File: config.mk
export PLATFORM = sky130hd
export DESIGN_NAME = pmem_arbiter
export DESIGN_NICKNAME = d
export VERILOG_FILES = /design/src/rtl/pmem_arbiter.sv
export SDC_FILE = /design/constraint.sdc
export NUM_CORES = 1
export LEC_CHECK = 0
export CAP_MARGIN = 20
export CELL_PAD_IN_SITES_DETAIL_PLACEMENT = 0
export CELL_PAD_IN_SITES_GLOBAL_PLACEMENT = 2
export CORE_AREA = 2 2 386 388
export CTS_CLUSTER_DIAMETER = 30
export DETAILED_ROUTE_END_ITERATION = 10
export DIE_AREA = 0 0 388 390
export GPL_TIMING_DRIVEN = 0
export PLACE_DENSITY = 0.61
export SLEW_MARGIN = 30
export SYNTH_ARGS = -nofsm -noshare
export SYNTH_HDL_FRONTEND = slang
export SYNTH_SLANG_ARGS = --single-unit
export TNS_END_PERCENT = 30
File: constraint.sdc
create_clock -name clk -period 3.2 [get_ports clk]
set_clock_uncertainty 0.05 [all_clocks]
set_input_delay 0.32 -clock clk [delete_from_list [all_inputs] [get_ports clk]]
set_output_delay 0.32 -clock clk [all_outputs]
set_load 0.02 [all_outputs]
File: src/rtl/pmem_arbiter.sv
// pmem_arbiter: shares the burst pmem port between icache and dcache line interfaces.
// Optional macro ARB_ROUND_ROBIN_EN alternates the grant on simultaneous requests.
module pmem_arbiter #(
    parameter int unsigned ADDR_W = 32,
    parameter int unsigned LINE_W = 256,
    parameter int unsigned BEAT_W = 64
) (
    input  logic              clk,
    input  logic              rst_n,
    input  logic              i_read,
    input  logic [ADDR_W-1:0] i_addr,
    output logic [LINE_W-1:0] i_rdata,
    output logic              i_resp,
    input  logic              d_read,
    input  logic              d_write,
    input  logic [ADDR_W-1:0] d_addr,
    input  logic [LINE_W-1:0] d_wdata,
    output logic [LINE_W-1:0] d_rdata,
    output logic              d_resp,
    output logic [ADDR_W-1:0] pmem_address,
    output logic              pmem_read,
    output logic              pmem_write,
    output logic [BEAT_W-1:0] pmem_wdata,
    input  logic [BEAT_W-1:0] pmem_rdata,
    input  logic              mem_resp
);
    localparam int unsigned BEATS = LINE_W / BEAT_W;
    localparam int unsigned CNT_W = (BEATS > 1) ? $clog2(BEATS) : 1;
    localparam logic [ADDR_W-1:0] LINE_MASK = ADDR_W'(LINE_W / 8 - 1);
    localparam logic [CNT_W-1:0]  LAST_BEAT = CNT_W'(BEATS - 1);

    typedef enum logic [1:0] {S_IDLE, S_XFER, S_DONE} state_t;
    typedef enum logic {ICACHE, DCACHE} src_t;

    state_t              state_q, state_d;
    src_t                grant_q, grant_d;
    src_t                last_grant_q, last_grant_d;
    src_t                win;
    logic [CNT_W-1:0]    beat_cnt_q, beat_cnt_d;
    logic                write_q, write_d;
    logic [ADDR_W-1:0]   addr_q, addr_d;
    logic [LINE_W-1:0]   wline_q, wline_d;
    logic [LINE_W-1:0]   i_line_q, i_line_d;
    logic [LINE_W-1:0]   d_line_q, d_line_d;
    logic                rd_q, rd_d;
    logic                wr_q, wr_d;
    logic                i_resp_q, i_resp_d;
    logic                d_resp_q, d_resp_d;
    logic                i_req, d_req;

    assign i_req = i_read;
    assign d_req = d_read | d_write;

    always_comb begin
        win = d_req ? DCACHE : ICACHE;
`ifdef ARB_ROUND_ROBIN_EN
        if (i_req && d_req) begin
            win = (last_grant_q == ICACHE) ? DCACHE : ICACHE;
        end
`endif
    end

    always_comb begin
        state_d      = state_q;
        grant_d      = grant_q;
        last_grant_d = last_grant_q;
        beat_cnt_d   = beat_cnt_q;
        write_d      = write_q;
        addr_d       = addr_q;
        wline_d      = wline_q;
        i_line_d     = i_line_q;
        d_line_d     = d_line_q;
        rd_d         = rd_q;
        wr_d         = wr_q;
        i_resp_d     = 1'b0;
        d_resp_d     = 1'b0;
        case (state_q)
            S_IDLE: begin
                // The resp cycle is spent in IDLE without granting, so the just-served
                // cache has time to drop its request before requests are sampled again.
                if ((i_req || d_req) && !i_resp_q && !d_resp_q) begin
                    state_d      = S_XFER;
                    grant_d      = win;
                    last_grant_d = win;
                    beat_cnt_d   = '0;
                    if (win == DCACHE) begin
                        addr_d  = d_addr & ~LINE_MASK;
                        write_d = d_write;
                        wline_d = d_wdata;
                    end else begin
                        addr_d  = i_addr & ~LINE_MASK;
                        write_d = 1'b0;
                        wline_d = '0;
                    end
                    rd_d = ~write_d;
                    wr_d = write_d;
                end
            end
            S_XFER: begin
                if (mem_resp) begin
                    if (!write_q) begin
                        if (grant_q == DCACHE) begin
                            d_line_d[beat_cnt_q * BEAT_W +: BEAT_W] = pmem_rdata;
                        end else begin
                            i_line_d[beat_cnt_q * BEAT_W +: BEAT_W] = pmem_rdata;
                        end
                    end
                    if (beat_cnt_q == LAST_BEAT) begin
                        beat_cnt_d = '0;
                        rd_d       = 1'b0;
                        wr_d       = 1'b0;
                        state_d    = S_DONE;
                    end else begin
                        beat_cnt_d = beat_cnt_q + 1'b1;
                    end
                end
            end
            S_DONE: begin
                i_resp_d = (grant_q == ICACHE);
                d_resp_d = (grant_q == DCACHE);
                state_d  = S_IDLE;
            end
            default: state_d = S_IDLE;
        endcase
    end

    always_ff @(posedge clk or negedge rst_n) begin
        if (!rst_n) begin
            state_q      <= S_IDLE;
            grant_q      <= ICACHE;
            last_grant_q <= ICACHE;
            beat_cnt_q   <= '0;
            write_q      <= 1'b0;
            addr_q       <= '0;
            wline_q      <= '0;
            i_line_q     <= '0;
            d_line_q     <= '0;
            rd_q         <= 1'b0;
            wr_q         <= 1'b0;
            i_resp_q     <= 1'b0;
            d_resp_q     <= 1'b0;
        end else begin
            state_q      <= state_d;
            grant_q      <= grant_d;
            last_grant_q <= last_grant_d;
            beat_cnt_q   <= beat_cnt_d;
            write_q      <= write_d;
            addr_q       <= addr_d;
            wline_q      <= wline_d;
            i_line_q     <= i_line_d;
            d_line_q     <= d_line_d;
            rd_q         <= rd_d;
            wr_q         <= wr_d;
            i_resp_q     <= i_resp_d;
            d_resp_q     <= d_resp_d;
        end
    end

    assign i_rdata      = i_line_q;
    assign d_rdata      = d_line_q;
    assign i_resp       = i_resp_q;
    assign d_resp       = d_resp_q;
    assign pmem_address = addr_q;
    assign pmem_read    = rd_q;
    assign pmem_write   = wr_q;
    assign pmem_wdata   = wline_q[beat_cnt_q * BEAT_W +: BEAT_W];
endmodule
==> results of run 1 <==
==> sequential cells by signal (all words and copies together) (netlist names) <==
signal	count
grant_q	1
d_resp	1
wline_q	256
beat_cnt_q	2
pmem_read	1
i_resp	1
write_q	1
pmem_address	27
state_q	2
d_rdata	256
i_rdata	256
pmem_write	1
==> worst reg2reg max path, delay by kind of cell, from the launching register on <==
family	cells	cell delay, ns
buf+inv	7	1.74
fa+ha+maj	1	0.23
simple gates	2	0.36
flops	1	0.41
compound gates	1	0.24
==> metrics by stage <==
step	instance area, um^2	setup TNS, ns	instances	utilization (%)
after global placement	46000	-	5568	31.3
after CTS	56100	-0.426	6140	38.2
after floorplan	33700	0	2653	-
after global routing	56200	-0.889	6145	38.2
after detailed placement	46400	-685.26	5587	31.6
final	56200	0	6153	38.2
==> path summary, 6_finish.rpt <==
kind	from	end	slack, ns	cells past startpoint
max in group asynchronous	rst_n	d_rdata[93]	0.94	6
min reg2reg	i_rdata[62]	i_rdata[62]	0.44	1
min in group asynchronous	rst_n	wline_q[40]	0.08	3
max reg2reg	beat_cnt_q[0]	i_rdata[9]	0.15	11
max	beat_cnt_q[0]	pmem_wdata[56]	0.09	4
min	d_wdata[255]	wline_q[255]	0.07	3
==> power by group through the flow <==
stage	Combinational [mW]	Clock [mW]	Sequential [mW]
after global placement	23.2	0	16.8
after detailed placement	23.4	0	16.7
after CTS	23.6	24.5	16.6
final	23.2	24.1	16.6
after global routing	24.6	25.1	17.1
after floorplan	8.19	0	19.1
==> cells in the mapped netlist (all sizes together), types with 2 or more instances <==
master and instances:
mux2 439, nor2 4, ha 5, o21ai 260, and2 192, and3b 2
nor4 3, mux4 64, nor3 2, a22o 128, clkbuf 128, nand2 7
nor2b 2, nand3 256, or2 3, dfrtp 805, nor3b 4, inv 260
o311ai 2, buf 72, nand4b 2
==> logic make-up (layout without fill, tap and decap cells) <==
kind of cell | Yosys count | in the layout | share of synthesized area (%)
DFF | 805 | 805 | 59.7
muxes | 504 | 504 | 19.0
and+or+nand+nor | 482 | 482 | 8.10
buffers and inverters | 460 | 2018 | 5.71
AOI/OAI and AO/OA | 392 | 392 | 7.28
adders and majority gates | 5 | 5 | 0.186
other | 1 | 17 | 0.0111
==> what timing repair did <==
item	4_1_cts	5_1_grt
hold buffers	116	0
resized for setup	117	18
setup endpoints to repair	704	69
pin swaps	0	1
endpoints found under the hold margin	434	0
setup buffers	6	1
==> final cells by class <==
class	count	area share (%)
sequential	805	35.8
multi-input combinational	1388	20.9
timing repair buffer	1127	20.3
buffer	199	2.03
clock inverter	111	3.12
antenna	12	0.0534
tap	1930	4.30
inverter	260	1.74
clock buffer	321	11.7
==> per-layer routing <==
metal	vias to the layer above	global-route usage, %	part of all wire [%]	wire length (um)
li1	12039	-	-	-
met1	13915	26.1	41	68400
met2	1101	35.7	48	79500
met3	277	6.91	7.2	11800
met4	32	7.27	3.0	4890
met5	-	0	0.12	205
==> impl_metrics.yaml, run 1 <==
final_layout:
  mostFrequentLayoutCell: "clkdlybuf4s50_1"
  nNetsFinal: 4408
  syn_to_final_growth_pct: 66.7
  multi_input_area_mm2: 0.0117
  most-common-layout-cells: "clkdlybuf4s50_1 (926), dfrtp_1 (804), mux2_2 (439), inv_1 (260), o21ai_0 (260)"
  seqCellArea_mm2: 0.0201
  drive_gt1_share_pct: 24.4
  nFillCells: 14394
power_and_ir_drop:
  power.total_mw: 63.9
  seq_power_share_pct: 26.0
  switchingPower_mw: 22.4
  ir_drop_mv: 0.604
  pwr-share-clk_pct: 37.7
  p_per_area_mw_per_mm2: 1140
  combPwrFrac_pct: 36.3
  switching_share_pct: 35.0
  p_leak_nw: 25.2
  internal-power_mw: 41.5
yosys:
  ys_ff_latch: 805
  seq_area_frac_synth_pct: 59.7
  syn_area_mm2: 0.0337
  yosys.cell_types.count: 35
  synth_edf_count: 0
  ys.flop_type: "dfrtp_1"
  synthArstFlopShare_pct: 100
  postSynthCellCount: 2649
  yosysWarnings: 0
  avgSynthCellArea_um2: 12.7
  synth_top_area_cell: "dfrtp_1"
  synth_top_area_share_pct: 59.7
  synth_area_leaders: "dfrtp_1 (60%), mux2_2 (15%), mux4_2 (4.3%)"
timing:
  worst_pin_slew_ns: 0.954
  rsz0062_at_grt: "true"
  hold_viol_final: 0
  setup_violations: 0
  min_period_ns: 3.11
  worst_slack_ns: 0.0925
  timing.fmax_mhz: 322
  slew_headroom_pct: 36.4
  slew_viol_final: 0
  whs_ns: 0.0654
  period_share_pct: 97.1
clock_tree:
  max-clock-path-buffers: 3
  clock-sinks: 805
  numCtsBuffers: 232
  cts_tree: "yes"
  ctsHtreeMaxLevel: 4
  path_clk_slew_ns: 0.04
  insertion_delay_ns: 0.78
  clock-root-buffer: "clkbuf_16"
global_route:
  antenna_found_initial: 37
  grt.total_usage_pct: 21.5
  grt_overflow: 0
  grt_pass1_wl_um: 230000
  grt_pass1_vias: 29289
  grt_max_degree: 118
floorplan:
  initial_core_util_pct: 22.9
  rows: 141
  pin_count: 1002
  die_h_um: 390
  die_w_um: 388
  die_area_mm2: 0.151
  core_mm2: 0.147
place:
  place_ws_ns: -1.60
  dpl.hpwl_um: 124000
  gp_congestion: 0.827
  port_buffers: 985
critical_path:
  crit_family: "buffers and inverters"
  worstSetupPathType: "reg2out"
  worstPathCellList: "buf_6 > buf_8 > mux4_2 > clkdlybuf4s50_1"
  cp_slowest_cell: "clkdlybuf4s50_1"
  required_ns: 2.83
  worstSetupStartpointType: "flip-flop"
  cp.buffers_inverters: 3
  crit_fanout: 10
  slowest_delay_ns: 0.57
  cp.arrival_ns: 2.74
  cp-end-kind: "primary output"
min_path:
  hp-class: "in2reg"
drt:
  routedWlPerCell_um: 26.8
  wl_um: 165000
  ant_nets: 0
  avgViaCountPerCell: 4.45
  route.detailed.drc: 0
  via_count: 27364
  drt-initial-drc-count: 1474
  dr.pass1.iters: 8
run_status:
  status: "completed"
job:
  maxCapViolCount: 0
No activity file was read; power rests on OpenSTA's default activity.
==> run 2, diff against run 1 <==
==> constraint.sdc (replaced) <==
create_clock -name clk -period 3.2 [get_ports clk]
set_clock_uncertainty 0.05 [all_clocks]
set_input_delay 0.64 -clock clk [delete_from_list [all_inputs] [get_ports clk]]
set_output_delay 0.64 -clock clk [all_outputs]
set_load 0.02 [all_outputs]
==> impl_metrics.yaml, run 2 (synthesis gave the netlist of run 1 again) <==
run_status:
  status: "completed"
global_route:
  grt.total_usage_pct: 21.5
  grt_max_degree: 118
  antenna_found_initial: 49
  grt_pass1_vias: 28744
  grt_overflow: 0
  grt_pass1_wl_um: 229000
critical_path:
  r2r.worst_path.cells: 10
  r2r-end: "i_rdata[9]"
  cp.buffers_inverters: 5
  crit_family: "buffers and inverters"
  crit_fanout: 10
  timing.rr.start: "beat_cnt_q[0]"
  r2r_slack_ns: 0.10
  cp_slowest_cell: "mux4_2"
  cp-end-kind: "primary output"
  cp_common_cell: "buf_16"
  crit_path_start: "beat_cnt_q[0]"
  worstSetupPathType: "reg2out"
  cp.arrival_ns: 2.47
  worstSetupStartpointType: "flip-flop"
  slowest_delay_ns: 0.50
  worstPathCellList: "buf_12 > buf_16 > buf_16 > buf_4 > mux4_2 > buf_2"
  required_ns: 2.51
final_layout:
  stdcell_area_mm2: 0.0552
  syn_to_final_growth_pct: 63.6
  nNetsFinal: 4307
  drive_gt1_share_pct: 26.6
  most-common-layout-cells: "clkdlybuf4s50_1 (920), dfrtp_1 (803), mux2_2 (439), inv_1 (260), o21ai_0 (260)"
  mostFrequentLayoutCell: "clkdlybuf4s50_1"
drt:
  route.detailed.drc: 0
  ant_nets: 0
  routedWlPerCell_um: 27.4
  dr.pass1.iters: 7
  drt-initial-drc-count: 1451
  via_count: 26948
  wl_um: 166000
  avgViaCountPerCell: 4.45
floorplan:
  rows: 141
  initial_core_util_pct: 22.9
  die_h_um: 390
  core_mm2: 0.147
  die_area_mm2: 0.151
  die_w_um: 388
  pin_count: 1002
power_and_ir_drop:
  p_per_area_mw_per_mm2: 1160
  ir_drop_mv: 0.605
  switchingPower_mw: 22.5
  internal-power_mw: 41.6
  pwr-share-clk_pct: 37.6
  p_leak_nw: 24.7
  switching_share_pct: 35.1
  combPwrFrac_pct: 36.4
  seq_power_share_pct: 26.0
place:
  port_buffers: 985
  gp_congestion: 0.827
  postPlaceCellArea_mm2: 0.0464
  dpl.hpwl_um: 124000
timing:
  min_period_ns: 3.16
  whs_ns: 0.197
  slew_headroom_pct: 37.1
  setup_violations: 0
  period_share_pct: 98.6
  timing.fmax_mhz: 317
  rsz0062_at_grt: "true"
  worst_pin_slew_ns: 0.944
  hold_viol_final: 0
  slew_viol_final: 0
clock_tree:
  clock-root-buffer: "clkbuf_16"
  path_clk_slew_ns: 0.04
  max-clock-path-buffers: 3
  numCtsBuffers: 232
  cts_tree: "yes"
  clock-sinks: 805
  ctsHtreeMaxLevel: 4
  insertion_delay_ns: 0.78
job:
  maxCapViolCount: 0
min_path:
  hp-class: "in2async"
==> run 2: area by class of cell <==
class                   count  area, um^2
well taps                1930        2410
flip-flops and latches    805       20100
diodes                     20        50.0
multi-input cells        1388       11700
clock inverters           111        1750
repair buffers           1026       10300
fillers                 14443       92000
plain buffers             199        1210
inverters                 260         976
clock buffers             321        6600
==> run 2: metal layers <==
metal  wire, um  GRT usage (%)  vias up  share of wire (%)
met4       4900           7.76       44                3.0
li1           -              -    11840                  -
met3      12500           7.47      285                7.5
met1      68200           25.9    13714                 41
met5        285              0        -               0.17
met2      79900           35.5     1065                 48
==> run 2: timing repair <==
action / CTS / global route
setup buffers: 12 / 5
hold buffers: 1 / 0
pin swaps: 0 / 1
gates resized for setup: 274 / 38
setup endpoints to repair: 730 / 178
hold endpoints to repair: 318 / 0
cloned: 3 / 1
==> run 2: power by group through the flow <==
stage,registers [mW],clock network (mW),logic [mW]
finish,16.6,24.1,23.3
global route,17.1,25.1,24.7
CTS,16.6,24.5,23.6
detailed placement,16.7,0,23.4
global placement,16.8,0,23.2
floorplan,19.1,0,8.19
==> run 2: worst max-delay path by stage <==
stage,endpoint,slack (ns),cells past startpoint
floorplan,d_rdata[132],0.25,10
global placement,i_rdata[90],-38.80,1
detailed placement,i_rdata[175],-1.60,12
CTS,pmem_wdata[5],-0.15,5
global route,pmem_wdata[35],-0.07,6
finish,pmem_wdata[35],0.04,6
==> run 2: through the flow <==
step,setup TNS (ns),cells,setup WS (ns),utilization (%),power [mW]
floorplan,0,2653,0.250,-,27.3
global placement,-,5568,-38.80,31.3,40.0
detailed placement,-776.08,5587,-1.60,31.6,40.1
CTS,-1.23,6034,-0.153,37.4,64.7
global route,-0.726,6051,-0.0685,37.5,67.0
finish,0,6060,0.0446,37.5,64.0
